[src/rtl/dma_slot_arbiter.sv]
// Chip-bus CCK slot arbiter: assigns each beam slot to refresh, a fixed-slot DMA
// channel, bitplane/copper/blitter by priority, or the CPU with starvation relief.
module dma_slot_arbiter #(
  parameter int SLOT_MAX   = 226,
  parameter int CPU_STARVE = 3
) (
  input  logic       clk,
  input  logic       reset,
  input  logic       slot_en,
  input  logic [7:0] hpos,
  input  logic       dma_en,
  input  logic       dsk_req,
  input  logic [3:0] aud_req,
  input  logic [7:0] spr_req,
  input  logic       bpl_req,
  input  logic       cop_req,
  input  logic       blt_req,
  input  logic       bltpri,
  input  logic       cpu_req,
  output logic [3:0] owner,
  output logic [2:0] owner_idx,
  output logic       gnt_bpl,
  output logic       gnt_cop,
  output logic       gnt_blt,
  output logic       gnt_cpu,
  output logic [2:0] cpu_wait
);

  typedef enum logic [3:0] {
    OWN_IDLE = 4'd0,
    OWN_REF  = 4'd1,
    OWN_DSK  = 4'd2,
    OWN_AUD  = 4'd3,
    OWN_SPR  = 4'd4,
    OWN_BPL  = 4'd5,
    OWN_COP  = 4'd6,
    OWN_BLT  = 4'd7,
    OWN_CPU  = 4'd8
  } owner_e;

  localparam logic [7:0] SLOT_LAST  = 8'(SLOT_MAX);
  localparam logic [2:0] STARVE_MAX = 3'(CPU_STARVE);

  owner_e     owner_q, owner_d;
  logic [2:0] idx_q, idx_d;
  logic [2:0] wait_q, wait_d;

  logic       ref_slot, dsk_slot, aud_slot, spr_slot, in_range;
  logic [7:0] aud_off, spr_off;
  logic [1:0] aud_n;
  logic [2:0] spr_n;

  // Slot map decode: audio and sprite slots are odd positions at a fixed stride,
  // so the channel number falls straight out of the offset from the first slot.
  always_comb begin
    aud_off  = hpos - 8'h0D;
    spr_off  = hpos - 8'h15;
    aud_n    = aud_off[2:1];
    spr_n    = spr_off[4:2];
    ref_slot = (hpos == 8'h01) || (hpos == 8'h03) || (hpos == 8'h05) || (hpos == 8'hE2);
    dsk_slot = (hpos == 8'h07) || (hpos == 8'h09) || (hpos == 8'h0B);
    aud_slot = hpos[0] && (hpos >= 8'h0D) && (hpos <= 8'h13);
    spr_slot = hpos[0] && (hpos >= 8'h15) && (hpos <= 8'h33);
    in_range = (hpos <= SLOT_LAST);
  end

  // NOTE: every variable driven here gets a default first so no path can infer a latch.
  always_comb begin
    owner_d = OWN_IDLE;
    idx_d   = 3'd0;
    wait_d  = wait_q;

    if (ref_slot) begin
      owner_d = OWN_REF;
    end else if (dsk_slot && dsk_req && dma_en) begin
      owner_d = OWN_DSK;
    end else if (aud_slot && aud_req[aud_n] && dma_en) begin
      owner_d = OWN_AUD;
      idx_d   = {1'b0, aud_n};
    end else if (spr_slot && bpl_req && dma_en) begin
      owner_d = OWN_BPL;
    end else if (spr_slot && spr_req[spr_n] && dma_en) begin
      owner_d = OWN_SPR;
      idx_d   = spr_n;
    end else if (bpl_req && dma_en) begin
      owner_d = OWN_BPL;
    end else if (cop_req && dma_en && in_range && !hpos[0]) begin
      owner_d = OWN_COP;
    end else if (blt_req && dma_en) begin
      // Starved CPU steals the blitter's slot unless the blitter is marked nasty.
      if (cpu_req && !bltpri && (wait_q == STARVE_MAX)) owner_d = OWN_CPU;
      else                                              owner_d = OWN_BLT;
    end else if (cpu_req) begin
      owner_d = OWN_CPU;
    end

    if (!cpu_req || owner_d == OWN_CPU) begin
      wait_d = 3'd0;
    end else if (owner_d == OWN_BLT && wait_q != STARVE_MAX) begin
      wait_d = wait_q + 3'd1;
    end
  end

  // NOTE: sequential state uses non-blocking assignments so all registers update together.
  always_ff @(posedge clk) begin
    if (reset) begin
      owner_q <= OWN_IDLE;
      idx_q   <= 3'd0;
      wait_q  <= 3'd0;
    end else if (slot_en) begin
      owner_q <= owner_d;
      idx_q   <= idx_d;
      wait_q  <= wait_d;
    end
  end

  assign owner     = owner_q;
  assign owner_idx = idx_q;
  assign cpu_wait  = wait_q;
  assign gnt_bpl   = (owner_q == OWN_BPL);
  assign gnt_cop   = (owner_q == OWN_COP);
  assign gnt_blt   = (owner_q == OWN_BLT);
  assign gnt_cpu   = (owner_q == OWN_CPU);

  a_gnt_onehot: assert property (@(posedge clk) disable iff (reset)
    $onehot0({gnt_bpl, gnt_cop, gnt_blt, gnt_cpu}));

endmodule

[config.mk]
export PLATFORM = sky130hd
export DESIGN_NAME = dma_slot_arbiter
export DESIGN_NICKNAME = d
export VERILOG_FILES = /design/src/rtl/dma_slot_arbiter.sv
export SDC_FILE = /design/constraint.sdc
export NUM_CORES = 1
export LEC_CHECK = 0
export ABC_AREA = 1
export ABC_CLOCK_PERIOD_IN_PS = 4900
export CORE_UTILIZATION = 48
export CTS_CLUSTER_DIAMETER = 50
export CTS_CLUSTER_SIZE = 25
export DETAILED_ROUTE_END_ITERATION = 7
export HOLD_SLACK_MARGIN = 0.1
export PLACE_DENSITY = 0.85
export SYNTH_ARGS = -nofsm -noshare
export SYNTH_HDL_FRONTEND = slang
export SYNTH_SLANG_ARGS = --single-unit
[constraint.sdc]
create_clock -name clk -period 4.9 [get_ports clk]
set_clock_uncertainty 0.15 [all_clocks]
set_input_delay 0.98 -clock clk [delete_from_list [all_inputs] [get_ports clk]]
set_output_delay 0.98 -clock clk [all_outputs]
set_load 0.03 [all_outputs]
==> impl_metrics.yaml, run 1 <==
outcome:
  outcome: "completed"
pwr:
  p_int_uw: 177.6
  switching_share_pct: 35.38
  powerDensity_nw_per_um2: 163.6
  pwr-share-seq_pct: 31.4
  power_leakage_uw: 0.0007916
  switching_power_uw: 97.25
  pwr-share-clk_pct: 28.5
  combPwrFrac_pct: 40.0
  power.total_uw: 274.8
  irDropWorstVdd_v: 0.0001346
timing:
  clock.fmax_mhz: 310.8
  maxSlewViolCount: 0
  final-setup-viol-count: 0
  worst_pin_slew_ns: 0.3990
  max_slew_margin_pct: 73.32
  layout_min_cycle_time_ns: 3.218
  finalHoldViolations: 0
  grt_setup_unrepaired: "false"
  finalSetupTns_ns: 0
  period_share_pct: 65.67
setup_path:
  cp_slowest_cell: "clkdlybuf4s50_1"
  reg2regPathDepth: 14
  regToRegEndpoint: "cpu_wait[0]$_SDFFE_PP0P_"
  crit_family: "simple AND/OR/NAND/NOR gates"
  critical_path_buf_inv_count: 3
  crit_end: "cpu_wait[0]$_SDFFE_PP0P_"
  path_depth: 15
  critPathRequiredTime_ns: 4.93
  crit_type: "in2reg"
  r2r_setup_slack_ns: 2.86
  critPathLaunchType: "input port"
  crit_path_max_incr_delay_ns: 0.57
  arrival_ns: 3.25
  critical_path.startpoint: "hpos[0]"
  cp_max_fo: 8
  path_cells: "clkdlybuf4s50_1 -> inv_1 -> ha_1 -> inv_2 -> nand2_4 -> nand2_4 -> nand3_1 -> nand2_1 -> nor2_4 -> nor2_1 -> nand3_2 -> nor2_2 -> o21ai_1 -> a21oi_1 -> nor2_1"
  rr_startpoint: "cpu_wait[0]$_SDFFE_PP0P_"
  critPathCaptureType: "register"
route:
  antenna_left: 0
  vias: 1409
  drt_iter0_markers: 40
  vias_per_cell: 5.124
  wl_per_cell_um: 10.44
  remaining_drc_errors: 0
  first_pass_iters: 4
  routed_wirelength_um: 2871
global_routing:
  met2_usage_pct: 39.53
  grt.overflow.total: 0
  grt_max_degree: 12
  use_met1_pct: 32.22
  busiest_layer: "met2"
  grt_pass1_wl_um: 4912
  grt_usage_pct: 23.95
  grt_pass1_vias: 1216
  antenna_found_initial: 0
  grt_util_met3_pct: 4.678
clock_network:
  cts_buffers: 3
  cts_resized: 0
  worstSkewPairLatency_ns: 0.28
  root_buffer: "clkbuf_4"
  clock_sinks: 10
  h-tree-depth: 1
  clockBufferDepth: 2
  cts_hold_buf: 0
  postCtsSetupBuffers: 0
  clk_pin_slew_worst_paths_ns: 0.07
  cts_tree: "yes"
synthesis:
  synth-xor-area-share_pct: 0
  synth_area_sq_um: 1199
  yosys_warnings: 0
  ys_types: 28
  synth-seq-cells: 10
  avgSynthCellArea_sq_um: 5.905
  ys_seq_area_share_pct: 16.70
  synth.area.mux_share_pct: 0
  synth-simple-area-share_pct: 51.88
  synth_compound_area_share_pct: 12.53
  synthAdderAreaFrac_pct: 6.263
  syn_nets: 239
  syn_inst: 203
  synth_top_family_by_area: "simple AND/OR/NAND/NOR gates"
die:
  num_rows: 17
  io_pins: 44
  start_util_pct: 52.67
  coreArea_sq_um: 2276
  dieArea_sq_um: 2701
  die_w_um: 51.97
  fp.dieH_um: 51.97
job:
  cap_violations: 0
placed_design:
  gp_congestion: 0.7780
  port_buffers: 43
  dp.cells: 271
  placed_area_sq_um: 1644
  post-dp-hpwl_um: 2329
cells_and_area:
  final_common_cell: "nand2_1"
  nets: 284
  final_cell_mix: "nand2_1, clkdlybuf4s50_1, inv_1"
  design_area_sq_um: 1680
  antenna_cells: 0
  fillers: 206
  area_growth_syn_to_layout_pct: 40.19
  drive_above_1_share_pct: 14.17
  final_cells: 275
hold_path:
  worstHoldPathCells: 2
  hold_class: "reg2reg"
## worst register-to-register path, cell delays in order (launching register included)
cell     delay [ns]
dfxtp_1        0.33
ha_1           0.20
ha_1           0.17
inv_1          0.08
nor2_1         0.04
nand2_1        0.04
nand3_1        0.10
a21oi_1        0.18
nand2_1        0.07
nand2_1        0.08
nand2_2        0.08
nor2_4         0.13
nand3_2        0.09
a21oi_1        0.14
nor2_1         0.05
## synthesized netlist by cell type, drive strengths merged
cell type | count | share of area [%]
a211oi | 1 | 0.63
a21oi | 17 | 7.4
and2 | 1 | 0.52
buf | 2 | 1.4
clkbuf | 1 | 0.31
dfxtp | 10 | 17
ha | 6 | 6.3
inv | 35 | 11
nand2 | 66 | 24
nand2b | 1 | 0.52
nand3 | 20 | 11
nand4 | 5 | 2.6
nor2 | 23 | 10
nor3 | 4 | 2.1
nor4 | 1 | 0.52
o21ai | 10 | 4.5
## stage by stage
stage | util, % | hold slack, ns | setup slack, ns
3_3_place_gp | 72.24 | 0.3037 | 1.443
4_1_cts | 73.83 | 0.3175 | 1.678
2_1_floorplan | - | 0.4417 | 2.208
5_1_grt | 73.83 | 0.3346 | 1.480
6_report | 73.83 | 0.3147 | 1.682
3_5_place_dp | 72.24 | 0.3068 | 1.381
## power groups by stage
stage	logic [uW]	registers, uW	clock network (uW)
2_1_floorplan	61.8	93.0	0
3_3_place_gp	108	88.1	0
3_5_place_dp	110	88.3	0
4_1_cts	110	86.3	79.4
5_1_grt	122	86.8	80.7
6_report	110	86.4	78.4
## area by class of cell
type                            instances  area, sq um  area share [%]
Clock buffer                            4        36.28           2.159
Inverter                               35        131.4           7.818
Timing Repair Buffer                   43        430.4           25.61
Tap cell                               28        35.03           2.085
Multi-Input combinational cell        155        847.1           50.41
Sequential cell                        10        200.2           11.91
## registers in the layout, summed over array words and instances (netlist names)
register / count
owner_idx: 3
owner: 4
cpu_wait: 3
## kinds of logic (layout without fill, tap and decap cells)
family | after synthesis | after routing
and+or+nand+nor | 121 | 121
adders and majority gates | 6 | 6
DFF | 10 | 10
AOI/OAI and AO/OA | 28 | 28
buffers and inverters | 38 | 82
## worst min-delay path by stage
stage	start	end	slack, ns
after floorplan	owner_idx[0]$_SDFFE_PP0P_	owner_idx[0]$_SDFFE_PP0P_	0.44
after global placement	owner_idx[0]$_SDFFE_PP0P_	owner_idx[0]$_SDFFE_PP0P_	0.30
after detailed placement	owner_idx[1]$_SDFFE_PP0P_	owner_idx[1]$_SDFFE_PP0P_	0.31
after CTS	owner_idx[1]$_SDFFE_PP0P_	owner_idx[1]$_SDFFE_PP0P_	0.32
after global routing	owner_idx[0]$_SDFFE_PP0P_	owner_idx[0]$_SDFFE_PP0P_	0.33
final	owner_idx[0]$_SDFFE_PP0P_	owner_idx[0]$_SDFFE_PP0P_	0.31
## metal layers
| metal | routed length, um | share of wire [%] |
|---|---|---|
| met3 | 171 | 6.0 |
| met2 | 1337 | 47 |
| met5 | 0 | 0 |
| met1 | 1348 | 47 |
| met4 | 13 | 0.45 |
(Power assumes the default switching activity.)
==> run 2: changes to the inputs <==
Settings changed: ABC_CLOCK_PERIOD_IN_PS 4900 to 3200, CORE_UTILIZATION 48 to 45, PLACE_DENSITY 0.85 to 0.81.
Clock period 4.9 ns to 3.2 ns, I/O delays scaled along.
==> run 2 against run 1 <==
Compared with the run above: combinational power rose by 55%; sequential share of layout area fell by 0.071 points; first-iteration DRC count fell by 10%; non-clock buffer count rose by 1; clock-buffer cell count did not move; final cell count rose by 1.1%; utilization fell by 6.2 points; power rose by 52%.
==> impl_metrics.yaml, run 2 (synthesis results as in run 1) <==
setup_path:
  arrival_ns: 2.85
  cp_slowest_cell: "clkdlybuf4s50_1"
  critPathRequiredTime_ns: 3.22
  critPathLaunchType: "input port"
  crit_path_max_incr_delay_ns: 0.53
  cp_max_fo: 4
  path_cells: "clkdlybuf4s50_1 -> inv_1 -> ha_1 -> inv_1 -> nand2_1 -> and2_1 -> nand2_1 -> nand2b_1 -> nor2_4 -> nor3_2 -> nand3_2 -> nor2_4 -> nand3_2 -> a21oi_1 -> nor2_1"
  crit_type: "in2reg"
  critPathCaptureType: "register"
timing:
  clock.fmax_mhz: 354.4
  layout_min_cycle_time_ns: 2.822
  finalSetupTns_ns: 0
  fin_hold_ws_ns: 0.3170
  max_slew_margin_pct: 71.40
  worst_pin_slew_ns: 0.4277
  period_share_pct: 88.19
  final-setup-viol-count: 0
  finalHoldViolations: 0
  grt_setup_unrepaired: "false"
  maxSlewViolCount: 0
global_routing:
  grt_max_degree: 12
  grt.overflow.total: 0
  antenna_found_initial: 0
  grt_usage_pct: 22.68
  grt_pass1_vias: 1189
  grt_pass1_wl_um: 4857
pwr:
  powerDensity_nw_per_um2: 247.2
  pwr-share-clk_pct: 27.8
  power_leakage_uw: 0.0007965
  switching_share_pct: 34.75
  switching_power_uw: 145.2
  p_int_uw: 272.7
  pwr-share-seq_pct: 31.6
  irDropWorstVdd_v: 0.0003142
  combPwrFrac_pct: 40.6
clock_network:
  cts_resized: 0
  worstSkewPairLatency_ns: 0.27
  cts_hold_buf: 0
  clockBufferDepth: 2
  root_buffer: "clkbuf_4"
  postCtsSetupBuffers: 0
  clk_pin_slew_worst_paths_ns: 0.07
  cts_tree: "yes"
  h-tree-depth: 1
  clock_sinks: 10
  cts_buffers: 3
die:
  start_util_pct: 47.95
  fp.dieH_um: 53.61
  io_pins: 44
  dieArea_sq_um: 2874
  num_rows: 18
  coreArea_sq_um: 2500
  die_w_um: 53.61
route:
  vias: 1375
  vias_per_cell: 4.946
  antenna_left: 0
  routed_wirelength_um: 2877
  drt_iter0_markers: 36
  first_pass_iters: 4
  wl_per_cell_um: 10.35
  remaining_drc_errors: 0
cells_and_area:
  final_common_cell: "nand2_1"
  nets: 285
  final_cell_mix: "nand2_1, clkdlybuf4s50_1, inv_1"
  area_growth_syn_to_layout_pct: 41.02
  drive_above_1_share_pct: 14.52
  largest_reg_flops: 4
  antenna_cells: 0
placed_design:
  post-dp-hpwl_um: 2381
  port_buffers: 43
  gp_congestion: 0.7901
hold_path:
  hold_class: "reg2reg"
job:
  cap_violations: 0
outcome:
  outcome: "completed"
run 2: worst max-delay path, delay by kind of cell:
kind	cells	cell delay, ns
AOI/OAI and AO/OA	1	0.13
adders and majority gates	1	0.36
buffers and inverters	3	0.71
and+or+nand+nor	10	1.00
run 2: cell type report:
type,count,area (sq um)
tap,30,37.54
clock buffer,4,36.28
fill,230,809.5
timing repair buffer,44,437.9
multi-input combinational,155,847.1
inverter,35,131.4
sequential,10,200.2
run 2: worst paths after layout:
kind	from	to	slack, ns	depth (start not counted)
worst min-delay path	owner_idx[0]$_SDFFE_PP0P_	owner_idx[0]$_SDFFE_PP0P_	0.32	2
worst max-delay path	hpos[1]	cpu_wait[0]$_SDFFE_PP0P_	0.38	15
worst max register to register	cpu_wait[0]$_SDFFE_PP0P_	cpu_wait[0]$_SDFFE_PP0P_	1.16	14
worst min register to register	owner_idx[0]$_SDFFE_PP0P_	owner_idx[0]$_SDFFE_PP0P_	0.32	2
run 2: stage by stage:
| step | instance area (sq um) | setup slack [ns] | util [%] | cells | total power (uW) |
|---|---|---|---|---|---|
| floorplan | 1199 | 0.8480 | - | 203 | 237.0 |
| CTS | 1690 | 0.3806 | 67.62 | 278 | 420.5 |
| finish | 1690 | 0.3780 | 67.62 | 278 | 417.9 |
| detailed placement | 1654 | 0.08354 | 66.17 | 274 | 303.7 |
| global placement | 1654 | 0.09864 | 66.17 | 274 | 302.6 |
| global route | 1690 | 0.1065 | 67.62 | 278 | 447.9 |
run 2: metal layers:
metal | global-route usage (%) | vias up | share of wire [%]
met4 | 3.947 | 0 | 0.94
met1 | 30.41 | 599 | 50
met5 | 0 | - | 0
met2 | 37.29 | 39 | 45
li1 | - | 735 | -
met3 | 5.085 | 2 | 4.2
run 2: power by group through the flow:
| stage | registers [uW] | logic, uW | clock network (uW) |
|---|---|---|---|
| floorplan | 142 | 94.7 | 0 |
| global placement | 135 | 167 | 0 |
| detailed placement | 135 | 169 | 0 |
| CTS | 132 | 170 | 119 |
| global route | 133 | 189 | 126 |
| finish | 132 | 170 | 116 |
